`src/rtl/qos_vc_dispatch.sv`:
```
`default_nettype none
// ============================================================================
// Module      : qos_vc_dispatch
// Description : Two-VC dispatcher; routes each word by its class bit into a
//               per-channel 2-entry elastic buffer with delivery/stall stats.
// Revision    : 1.0 - initial release
// ============================================================================
module qos_vc_dispatch #(
    parameter int WIDTH     = 6,
    parameter int CNT_WIDTH = 8
) (
    input  logic                 clk,
    input  logic                 reset,
    input  logic                 enb,
    input  logic [WIDTH-1:0]     data_in,
    input  logic                 valid_in,
    output logic                 ready_in,
    input  logic                 pause_0,
    input  logic                 pause_1,
    output logic [WIDTH-1:0]     data_out_0,
    output logic [WIDTH-1:0]     data_out_1,
    output logic                 valid_out_0,
    output logic                 valid_out_1,
    output logic [CNT_WIDTH-1:0] count_0,
    output logic [CNT_WIDTH-1:0] count_1,
    output logic [CNT_WIDTH-1:0] stall_0,
    output logic [CNT_WIDTH-1:0] stall_1
);

    localparam logic [1:0]           c_ST_EMPTY = 2'd0;
    localparam logic [1:0]           c_ST_ONE   = 2'd1;
    localparam logic [1:0]           c_ST_TWO   = 2'd2;
    localparam logic [CNT_WIDTH-1:0] c_CNT_MAX  = {CNT_WIDTH{1'b1}};

    logic                      w_sel;
    logic [1:0]                w_pause;
    logic [1:0][1:0]           w_state;
    logic [1:0][WIDTH-1:0]     w_head;
    logic [1:0]                w_valid;
    logic [1:0][CNT_WIDTH-1:0] w_count;
    logic [1:0][CNT_WIDTH-1:0] w_stall;

    assign w_sel    = enb & data_in[WIDTH-1];
    assign w_pause  = {pause_1, pause_0};
    // Readiness follows the channel the presented word would land in.
    assign ready_in = (w_state[w_sel] != c_ST_TWO);

    for (genvar k = 0; k < 2; k++) begin : g_vc
        logic [1:0]           r_state;
        logic [1:0]           w_state_nxt;
        logic [WIDTH-1:0]     r_head;
        logic [WIDTH-1:0]     r_skid;
        logic [CNT_WIDTH-1:0] r_count;
        logic [CNT_WIDTH-1:0] r_stall;
        logic                 w_push;
        logic                 w_pop;
        logic                 w_vld;
        logic                 w_ld_head_in;
        logic                 w_ld_head_skid;
        logic                 w_ld_skid;

        assign w_vld  = (r_state != c_ST_EMPTY);
        assign w_push = valid_in & ready_in & (w_sel == 1'(k));
        assign w_pop  = w_vld & ~w_pause[k];

        always_comb begin
            w_state_nxt    = r_state;
            w_ld_head_in   = 1'b0;
            w_ld_head_skid = 1'b0;
            w_ld_skid      = 1'b0;
            case (r_state)
                c_ST_EMPTY: begin
                    if (w_push) begin
                        w_state_nxt  = c_ST_ONE;
                        w_ld_head_in = 1'b1;
                    end
                end
                c_ST_ONE: begin
                    if (w_push && w_pop) begin
                        w_ld_head_in = 1'b1;
                    end else if (w_push) begin
                        w_state_nxt = c_ST_TWO;
                        w_ld_skid   = 1'b1;
                    end else if (w_pop) begin
                        w_state_nxt = c_ST_EMPTY;
                    end
                end
                c_ST_TWO: begin
                    if (w_pop) begin
                        w_state_nxt    = c_ST_ONE;
                        w_ld_head_skid = 1'b1;
                    end
                end
                default: w_state_nxt = c_ST_EMPTY;
            endcase
        end

        always_ff @(posedge clk) begin
            if (reset) begin
                r_state <= c_ST_EMPTY;
                r_head  <= '0;
                r_skid  <= '0;
                r_count <= '0;
                r_stall <= '0;
            end else begin
                r_state <= w_state_nxt;
                if (w_ld_head_in) begin
                    r_head <= data_in;
                end else if (w_ld_head_skid) begin
                    r_head <= r_skid;
                end
                if (w_ld_skid) begin
                    r_skid <= data_in;
                end
                if (w_pop) begin
                    r_count <= r_count + 1'b1;
                end
                if (w_vld && w_pause[k] && (r_stall != c_CNT_MAX)) begin
                    r_stall <= r_stall + 1'b1;
                end
            end
        end

        assign w_state[k] = r_state;
        assign w_head[k]  = r_head;
        assign w_valid[k] = w_vld;
        assign w_count[k] = r_count;
        assign w_stall[k] = r_stall;
    end

    assign data_out_0  = w_head[0];
    assign data_out_1  = w_head[1];
    assign valid_out_0 = w_valid[0];
    assign valid_out_1 = w_valid[1];
    assign count_0     = w_count[0];
    assign count_1     = w_count[1];
    assign stall_0     = w_stall[0];
    assign stall_1     = w_stall[1];

endmodule
`default_nettype wire

```
`config.mk`:
```
export PLATFORM = sky130hd
export DESIGN_NAME = qos_vc_dispatch
export DESIGN_NICKNAME = d
export VERILOG_FILES = /design/src/rtl/qos_vc_dispatch.sv
export SDC_FILE = /design/constraint.sdc
export NUM_CORES = 1
export LEC_CHECK = 0
export CAP_MARGIN = 20
export CORE_UTILIZATION = 54
export DETAILED_ROUTE_END_ITERATION = 8
export PLACE_DENSITY_LB_ADDON = 0.3
export REMOVE_ABC_BUFFERS = 1
export SYNTH_ARGS = -nofsm -noshare
export SYNTH_HDL_FRONTEND = slang
export SYNTH_SLANG_ARGS = --single-unit
```
`constraint.sdc`:
```
create_clock -name clk -period 2.9 [get_ports clk]
set_input_delay 0.725 -clock clk [delete_from_list [all_inputs] [get_ports clk]]
set_output_delay 0.725 -clock clk [all_outputs]
set_load 0.05 [all_outputs]
```
# Yosys cells after proc, flatten, opt, wreduce, memory -nomap -nowiden
# Index checks and enable logic that the tools add are counted.
word_totals:
  register_bits: 60
  input_bits: 12
  output_inout_bits: 47
  wordCells: 85
op_classes:
  add_sub_neg: 4
  order_cmp: 1
  n_eq_ne: 15
  n_mux: 32
  bitwise: 9
  n_reduce_logical: 14
ops:
  columns: ["cell", "n"]
  rows:
  - ["8-bit by 1-bit adder with 8-bit output, second input constant", 4]
  - ["2-bit two-way mux", 12]
  - ["6-bit two-way mux", 4]
  - ["8-bit inequality test, second input constant", 2]
  - ["2-bit inequality test, second input constant", 7]
  - ["1-bit two-way mux", 12]
  - ["2-bit one-hot mux with 3 select lines", 2]
  - ["4-bit AND reduction", 2]
  - ["2-bit nonzero test", 4]
  - ["1-bit bitwise AND", 6]
  - ["1-bit logical AND", 6]
  - ["3-bit inequality test, second input constant", 2]
  - ["2-bit by 1-bit == test with 1-bit output, second input constant", 2]
  - ["2-bit == test, second input constant", 2]
  - ["2-bit logical NOT", 2]
  - ["1-bit one-hot mux with 2 select lines", 2]
  - ["1-bit NOT", 3]
  - ["1-bit by 2-bit < comparator with 1-bit output, second input constant", 1]

# Logic depth before layout (Yosys ltp)
logic_depth:
  word_depth: 10
  mapped_depth: 6
  depth_no_buf: 5

# Worst setup path after synthesis
# OpenSTA, ideal clock, no wires.
synth_timing:
  kind: "input to output"
  startpoint: "input port enb"
  endpoint: "output port ready_in"
  arrival_time_ns: 1.599
  t_required_ns: 2.175
  slack_ns: 0.576
  path_stages: 3
  n_path_buf: 0
  path_cell_list: "nand2_1 -> nor3b_1 -> a21oi_1"
synth_between:
  elab_chain_len: 4
synth_lines:
  columns: ["item", "line_no", "text"]
  rows:
  - ["start: declaration", "14", "input logic enb,"]
  - ["1-bit bitwise AND", "43", "assign w_sel = enb & data_in[WIDTH-1];"]
  - ["2-bit two-way mux (not written as such) (2 in a row)", "46", "assign ready_in = (w_state[w_sel] != c_ST_TWO);"]
  - ["2-bit inequality test", "46", null]
  - ["end: declaration", "17", "output logic ready_in,"]
# No other way between the ends. The select of a mux whose other input is x is not followed.

# Worst setup path after layout
layout_timing:
  startpoint: "register g_vc[0].r_state[1]"
  endpoint: "output port valid_out_0"
layout_between:
  elab_chain_len: 1
layout_lines:
  columns: ["item", "line_no", "text"]
  rows:
  - ["start: declaration", "49", "logic [1:0] r_state;"]
  - ["start signal: assignment", "100", "r_state <= c_ST_EMPTY;"]
  - ["start signal: assignment", "106", "r_state <= w_state_nxt;"]
  - ["2-bit nonzero test", "62", "assign w_vld = (r_state != c_ST_EMPTY);"]
  - ["end: declaration", "22", "output logic valid_out_0,"]
# No other way between the ends.

==> impl_metrics.json <==
{
  "status": "completed",
  "use_met3": 0.0722,
  "finalHoldViolCount": 0,
  "cts_root_buf": "clkbuf_8",
  "worstPathArrival_ns": 1.85,
  "grt_overflow": 0,
  "final_nets": 367,
  "num_rows": 25,
  "setup_tns_ns": 0,
  "diodes": 0,
  "routed_via_density": 5.47,
  "worstReg2RegStart": "stall_1[0]",
  "yosys-top-cells-area": "dfxtp_1, mux2i_1, nor2_1",
  "ys_ff_latch": 60,
  "clk_pin_slew_ns": 0.06,
  "routabilityCongestion": 0.765,
  "synth_top_family_by_area": "simple AND/OR/NAND/NOR gates",
  "ff2ff_path_depth": 5,
  "power_density_nw_per_um2": 482,
  "dieArea_um2": 5240,
  "fmax_ghz": 0.389,
  "synthSimpleGateAreaFrac": 0.206,
  "p_clk_frac": 0.374,
  "cp-startpoint": "g_vc[0].r_state[1]",
  "synth_area_um2": 2670,
  "grt_antenna_before_repair": 0,
  "synthXorXnorAreaFrac": 0.0688,
  "synth_common_cells": "dfxtp_1, nor2_1, nand2_1",
  "p_sw_frac": 0.257,
  "worst_slew_pin_slew_ns": 0.588,
  "grt_busiest_layer": "met2",
  "final-max-slew-violation-count": 0,
  "timing.critical_path.to": "valid_out_0",
  "drive_gt1_frac": 0.104,
  "p_comb_frac": 0.114,
  "setup_ws_ns": 0.327,
  "finalSetupViolations": 0,
  "yosysMostFrequentCell": "dfxtp_1",
  "route.vias.total": 2312,
  "hold_start": "data_out_0[3]",
  "ctsHoldBuffers": 0,
  "hp-class": "reg -> reg",
  "required_ns": 2.17,
  "routedWlPerCell_um": 13.1,
  "internal_power_mw": 1.25,
  "clock_skew_ns": 0.00920,
  "critPathLaunchType": "flop",
  "grt_use_met2": 0.361,
  "htree_levels": 3,
  "pin_count": 59,
  "cts_resized": 0,
  "cts_buffer_depth": 2,
  "path_depth": 3,
  "p_leak_nw": 1.30,
  "cp-end-kind": "output port",
  "synth_compound_area_frac": 0.167,
  "path_cells": "inv_2 > nand2_1 > clkdlybuf4s50_1",
  "synthArstFlopShare": 0,
  "cts_tree": "yes",
  "cts.sinks": 60,
  "grt_max_degree": 48,
  "fp.dieH_um": 72.4,
  "crit_fanout": 9,
  "start_util": 0.562,
  "use_met1": 0.268,
  "synth_mux_area_frac": 0.0641,
  "grt_pass1_wl_um": 8960,
  "synth_adder_area_share": 0.0187,
  "power_frac_seq": 0.511,
  "cap_violations": 0,
  "dp_hpwl_um": 3840,
  "antenna_left": 0,
  "synth.top_cell.area_share": 0.449,
  "crit_type": "reg -> out",
  "p_sw_uw": 430,
  "area_growth_pct": 30.3,
  "max_stage_delay_ns": 0.80,
  "synth_edf_count": 0,
  "clk-insertion-delay-late_ns": 0.33,
  "finalCritPeriodShare": 0.887,
  "coreArea_um2": 4750,
  "first_pass_iters": 5,
  "avgSynthCellArea_um2": 9.28,
  "reg2reg_to": "stall_1[7]",
  "synth_cell_type_count": 47,
  "rsz0062_at_grt": "false",
  "synth_cells": 288,
  "drt-total-wl_um": 5550,
  "crit_path_top_delay_cell": "clkdlybuf4s50_1",
  "pre_cts_ws_ns": 0.384,
  "finalCriticalPeriod_ns": 2.57,
  "regToRegSetupSlack_ns": 1.17,
  "drt_iter0_drc": 110,
  "cts_buffers": 9,
  "synth_ff_type": "dfxtp_1",
  "die_w_um": 72.4,
  "grt_usage": 0.223,
  "cp_num_buf_inv": 2,
  "vdd_drop_max_v": 0.000358,
  "post_cts_buffers": 0,
  "yosysTopAreaCell": "dfxtp_1",
  "yosysWarnings": 0,
  "ys_seq_area_frac": 0.449,
  "slew-limit-headroom": 0.605,
  "cpLargestDelayFamily": "buffers and inverters",
  "io_buffer_count": 58,
  "grt_pass1_vias": 2050,
  "drc": 0
}
-- per-layer routing --
| layer | part of all wire | vias to the layer above |
|---|---|---|
| li1 | - | 1154 |
| met1 | 0.45 | 1089 |
| met2 | 0.47 | 57 |
| met3 | 0.064 | 12 |
| met4 | 0.019 | 0 |
| met5 | 0 | - |
-- stage by stage --
stage	instance area, um^2	power (mW)	hold slack, ns	utilization	std cells
floorplan	2620	0.987	0.441	-	276
global placement	3320	1.06	0.435	0.698	407
detailed placement	3320	1.07	0.442	0.698	407
CTS	3480	1.69	0.456	0.733	423
global route	3480	1.74	0.480	0.733	423
finish	3480	1.68	0.451	0.733	423
-- flip-flops by register name, summed over array words and instances, names as in the netlist --
register and count:
count_0 8, count_1 8, data_out_0 6, data_out_1 6
g_vc.r_skid 12, g_vc.r_state 4, stall_0 8, stall_1 8
-- worst register-to-register path: stages (launching register included) --
cell and delay (ns):
dfxtp_1 0.35, ha_1 0.22, and4_2 0.25, a21o_4 0.23
or4_1 0.47, a21oi_1 0.14
-- how the worst min path moves through the flow --
| stage | to | slack (ns) | depth (start not counted) |
|---|---|---|---|
| 2_1_floorplan | g_vc[1].r_skid[5] | 0.44 | 2 |
| 3_3_place_gp | data_out_0[3] | 0.43 | 1 |
| 3_5_place_dp | data_out_0[3] | 0.44 | 1 |
| 4_1_cts | data_out_0[3] | 0.46 | 1 |
| 5_1_grt | data_out_0[4] | 0.48 | 1 |
| 6_report | data_out_0[3] | 0.45 | 1 |
-- cells in the final DEF, fill, tap and decap left out, types with 2 or more instances in the layout --
| cell type | n |
|---|---|
| dfxtp_1 | 60 |
| clkdlybuf4s50_1 | 56 |
| nor2_1 | 41 |
| nand2_1 | 21 |
| a21oi_1 | 17 |
| mux2i_1 | 16 |
| xor2_1 | 12 |
| clkbuf_8 | 10 |
| xnor2_1 | 9 |
| nor3_1 | 7 |
| nand4_1 | 7 |
| buf_4 | 7 |
| nand3_1 | 6 |
| a22o_1 | 6 |
| a21o_1 | 6 |
| and3_1 | 6 |
| a22oi_1 | 6 |
| o21ai_0 | 5 |
| a211oi_1 | 4 |
| ha_1 | 4 |
| clkbuf_1 | 4 |
| inv_1 | 3 |
| o211ai_1 | 3 |
| o21ba_2 | 3 |
| o31ai_1 | 3 |
| or3_1 | 3 |
| nor3b_1 | 2 |
| nor3_2 | 2 |
| o21a_1 | 2 |
| nor4_2 | 2 |
| o21bai_1 | 2 |
| and2_1 | 2 |
| or4_1 | 2 |
| clkinv_2 | 2 |
-- cells by family after synthesis --
kind of cell,Yosys count
and+or+nand+nor,108
AOI/OAI and AO/OA,62
DFF,60
xor gates and xnor gates,21
muxes,17
buffers and inverters,16
adders and majority gates,4
-- final cells by class --
cell class,count,area (um^2)
clock buffer,14,153
sequential,60,1200
clock inverter,2,10.0
tap,67,83.8
inverter,4,15.0
fill,389,1270
multi-input combinational,212,1400
timing repair buffer,64,618
-- power by group through the flow --
stage               Combinational (mW)  Sequential, mW  Clock (mW)
floorplan                       0.0685           0.918           0
global placement                 0.189           0.876           0
detailed placement               0.191           0.876           0
CTS                              0.193           0.858       0.639
global route                     0.205           0.860       0.671
finish                           0.192           0.858       0.628
Power figures use the tool's default switching activity.
==> RTL edit 1, RTL diff (same settings) <==
Change the parameter `CNT_WIDTH` from 8 to 6.
--- a/src/rtl/qos_vc_dispatch.sv
+++ b/src/rtl/qos_vc_dispatch.sv
@@ -7,7 +7,7 @@
 // ============================================================================
 module qos_vc_dispatch #(
     parameter int WIDTH     = 6,
-    parameter int CNT_WIDTH = 8
+    parameter int CNT_WIDTH = 6
 ) (
     input  logic                 clk,
     input  logic                 reset,
Interface: changed (resized count_0, count_1, stall_0 and stall_1); port bits go from 59 to 51. The function was not compared with the original's and may differ.
==> RTL edit 1 against the original RTL <==
Area after synthesis shrank 3.9%. Wire length grew 2.4%. Global-route usage up 0.99 points. Sequential power shrank 13%. First-iteration DRC count increased by 84%. Total power decreased by 16%. Critical path type is now in -> out. Design area is 8.7% lower. The run now ends with design-rule violations left. Sequential cell count is 8 lower. Fmax is 0.26% higher. Cell count down 9.7%. Worst setup slack better by 0.0067 ns. Largest power group unchanged.
==> RTL edit 1: results (changes against the original RTL) <==
Placed design
  • HPWL reported at the end of detailed placement: 3846 um (about the same)
  • Weighted congestion at the end of routability-driven global placement: 0.8404 (+9.9%)
  • Post-Place Setup Slack: 0.3577 ns (-0.02613 ns)

Setup path
  • Setup slack, reg-to-reg: 1.20 ns (+0.03 ns)
  • Cell count of the worst reg-to-reg path: 4 (-1)
  • Critical-path maximum fanout: 6 (-3)

Power and ir drop
  • Maximum ir drop on the vdd rail: 0.3206 mV (-10%)
  • Reported leakage power: 1.126 nW (-13%)

Synth
  • Area share of xor/xnor cells in the synthesized design: 0.006819 (-0.06197)
  • Mux cell area share after synthesis: 0.05748 (-0.006632)
  • Cell types occupying the most area after synthesis: dfxtp_1 (41%), a21oi_1 (6.2%), a32oi_1 (3.8%)

Drt
  • Routed length per instance: 14.89 um (+13%)
  • Number of DRC markers in iteration 0: 202 (+84%)
  • Met2 routed wirelength: 2764 um (+6.2%)
  • DRC violations left: 6 (+6)
  • Routed vias/inst: 6.162 (+13%)
  • Post-Route M1 WL: 2625 um (+5.3%)
  • Wire length on met3: 256 um (-27%)

Final layout
  • Share of post-route cells with drive strength above 1: 0.09394 (-0.009993)
  • Number of filler instances in the final layout: 370 (-4.9%)
  • Number of nets in the finished design: 345 (-6.0%)

Clock tree
  • CTS H-tree lvls: 2 (-1)
  • Skew-Pair Late Insertion Delay: 0.31 ns (-0.02 ns)
  • Number of buffers inserted during clock tree synthesis: 5 (-4)
  • Clock Pin Slew Worst Setup and Hold Paths: 0.09 ns (+0.03 ns)

Global routing
  • Wire length of the first global-routing pass: 9439 um (+5.4%)
  • Met3 routing resource usage after global routing: 0.05983 (-0.01239)
  • Met1 global-route usage: 0.2915 (+0.02394)
  • Via count of the first global-routing pass: 2,144 (+4.6%)

Outcome
  • Violations in the final reports: design-rule violations
  • Outcome: finished with violations

Worst hold path
  • Endpoint of the worst hold path: g_vc[0].r_skid[4]
  • Worst hold start: g_vc[0].r_skid[4]
  • Worst hold path depth: 2 (+1)
==> RTL edit 1: cell types whose count changed after synthesis, sizes merged, moves of 9 or more <==
cell and change:
nor2 -26, xor2 -10, a32oi +11, xnor2 -9, clkbuf +9, a21oi +15
==> RTL edit 1: worst max-delay path by stage <==
stage / start / endpoint / slack [ns] / cells past startpoint
after floorplan: g_vc[0].r_state[1] / ready_in / 0.48 / 3
after global placement: enb / ready_in / 0.35 / 4
after detailed placement: enb / ready_in / 0.36 / 4
after CTS: enb / ready_in / 0.34 / 4
after global routing: g_vc[1].r_state[0] / valid_out_1 / 0.28 / 2
final: enb / ready_in / 0.33 / 4
==> RTL edit 1: metrics by stage <==
| step | total power, mW | std cells | util |
|---|---|---|---|
| after floorplan | 0.8936 | 264 | - |
| after global placement | 0.9838 | 374 | 0.6902 |
| after detailed placement | 0.9876 | 374 | 0.6902 |
| after CTS | 1.411 | 382 | 0.7109 |
| after global routing | 1.454 | 382 | 0.7109 |
| final | 1.401 | 382 | 0.7109 |
==> RTL edit 1: where the power goes <==
| part | internal, mW | switching (mW) |
|---|---|---|
| combinational | 0.0815 | 0.143 |
| sequential | 0.732 | 0.0153 |
| clock | 0.191 | 0.238 |
==> RTL edit 1: cells by family after synthesis <==
| logic type | count (synthesis) |
|---|---|
| AOI/OAI and AO/OA | 101 |
| xor gates and xnor gates | 2 |
| adders and majority gates | 4 |
| buffers and inverters | 29 |
| DFF | 52 |
| muxes | 14 |
| and+or+nand+nor | 84 |
==> RTL edit 1: final cells by class <==
| type | count | area share |
|---|---|---|
| repair buffers | 58 | 0.1778 |
| clock inverters | 2 | 0.003147 |
| inverters | 7 | 0.008261 |
| well taps | 52 | 0.02046 |
| flip-flops and latches | 52 | 0.3273 |
| multi-input cells | 205 | 0.4371 |
| clock buffers | 6 | 0.02596 |
==> RTL edit 2, RTL diff (same settings) <==
Without the edit above. Make the reset (`reset`) asynchronous in one clocked block.
--- a/src/rtl/qos_vc_dispatch.sv
+++ b/src/rtl/qos_vc_dispatch.sv
@@ -95,7 +95,7 @@
             endcase
         end
 
-        always_ff @(posedge clk) begin
+        always_ff @(posedge clk or posedge reset) begin
             if (reset) begin
                 r_state <= c_ST_EMPTY;
                 r_head  <= '0;
Function: differs if reset is asserted again (counterexample within 4 cycles, from zero or initial values and one cycle with reset high); with reset held inactive, the same outputs for 10 cycles.
==> RTL edit 2 against the original RTL <==
Critical path depth increased by 1. Area after synthesis is 3.2% higher. Worst hold slack gained 0.023 ns. Largest cell class is now sequential cells. Design area grew 4.4%. Worst setup slack lost 0.013 ns. Wire length shrank 2.2%. Fmax shrank 0.51%. Synthesized cell count down 20%. Critical path type is now in -> out. Sequential cell count unchanged. Die area up 3.1%. Non-clock buffer count fell by 4. Core utilization increased by 2.2 points.
Power is not compared: it rests on default switching activity, and its combinational part moved more than twofold at a synthesized area within 25%.
==> RTL edit 2: results (changes against the original RTL) <==
Global routing
  • GRT Resource Usage Total: 0.2207 (-0.002040)
  • Met2 GRT Util: 0.3252 (-0.03619)
  • Wire length of the first global-routing pass: 8797 um (-1.8%)
  • Met1 global-route usage: 0.2966 (+0.02909)
  • Pin count of the biggest net entering global routing: 34 (-29%)
  • Met3 routing resource usage after global routing: 0.05761 (-0.01461)

Placed design
  • HPWL reported at the end of detailed placement: 3718 um (-3.2%)
  • Placed Instance Area: 3445 um2 (+3.7%)

Drt
  • Routed length per instance: 14.72 um (+12%)
  • Post-Route M1 WL: 2515 um (+0.84%)
  • Met2 routed wirelength: 2514 um (-3.4%)
  • Wire length on met3: 272 um (-23%)
  • Routed vias/inst: 5.472 (+0.11%)
  • Number of DRC markers in iteration 0: 63 (-43%)

STA
  • Measured slew at the worst slew-check pin: 0.6989 ns (+0.1112 ns)
  • Layout Skew: 0.006754 ns (-0.002444 ns)

Synth
  • Mux cell area share after synthesis: 0.08613 (+0.02202)
  • Compound-gate portion of the synthesized area: 0.1224 (-0.04420)
  • Area share of fa/ha/maj cells after synthesis: 0.01813 (-0.0005855)
  • Sequential fraction of the synthesis area: 0.5440 (+0.09474)
  • Library cells used by synthesis: 44 (-6.4%)
  • Area share of xor/xnor cells in the synthesized design: 0.06664 (-0.002152)
  • Leading cell types by count after synthesis: dfrtp_1 (60), mux2_2 (18), xnor2_1 (15)

Outcome
  • Outcome: complete, no violations

Setup path
  • First element of the critical path: data_in[5]
  • Reg-to-reg startpoint: stall_0[0]
  • Max stage delay on crit path: 0.58 ns (-0.22 ns)

Final layout
  • Share of post-route cells with drive strength above 1: 0.1788 (+0.07488)
==> RTL edit 2: cell types whose count changed in the layout (fill, tap and decap cells not counted), sizes merged, moves of 7 or more <==
cell / before / now
a21oi: 17 / 10
dfrtp: 0 / 60
dfxtp: 60 / 0
mux2: 1 / 19
mux2i: 16 / 2
nand2: 21 / 12
nor2: 41 / 13
==> RTL edit 2: worst paths after layout <==
kind / to / slack [ns] / cells after the start
setup reg to reg: stall_0[1] / 1.17 / 4
setup / recovery: ready_in / 0.31 / 4
max in group asynchronous: count_0[5] / 1.50 / 3
min in group asynchronous: stall_0[7] / 0.82 / 2
hold / removal: data_out_0[5] / 0.47 / 1
hold reg to reg: data_out_0[5] / 0.47 / 1
==> RTL edit 2: area by class of cell <==
class / count / area [um2]
Clock buffer: 9 / 123.9
Clock inverter: 7 / 67.56
Fill cell: 367 / 1181
Inverter: 6 / 22.52
Multi-Input combinational cell: 160 / 1219
Sequential cell: 60 / 1501
Tap cell: 67 / 83.83
Timing Repair Buffer: 60 / 618.1
==> RTL edit 2: metrics by stage <==
step	util	setup WS, ns
2_1_floorplan	-	0.5788
3_3_place_gp	0.7151	0.3109
3_5_place_dp	0.7151	0.3003
4_1_cts	0.7548	0.2953
5_1_grt	0.7548	0.2592
6_report	0.7548	0.3138
==> RTL edit 2: cells by family (layout without fill, tap and decap cells) <==
| kind of cell | Yosys count | in the layout |
|---|---|---|
| simple gates | 69 | 69 |
| flops | 60 | 60 |
| compound gates | 45 | 45 |
| xor+xnor | 21 | 21 |
| mux | 21 | 21 |
| buf+inv | 9 | 82 |
| fa+ha+maj | 4 | 4 |
==> RTL edit 2: report_power, final <==
part / total, mW / internal, mW / switching [mW]
registers: 1.37 / 1.10 / 0.270
logic: 1.60 / 0.602 / 1.00
clock network: 0.730 / 0.391 / 0.339
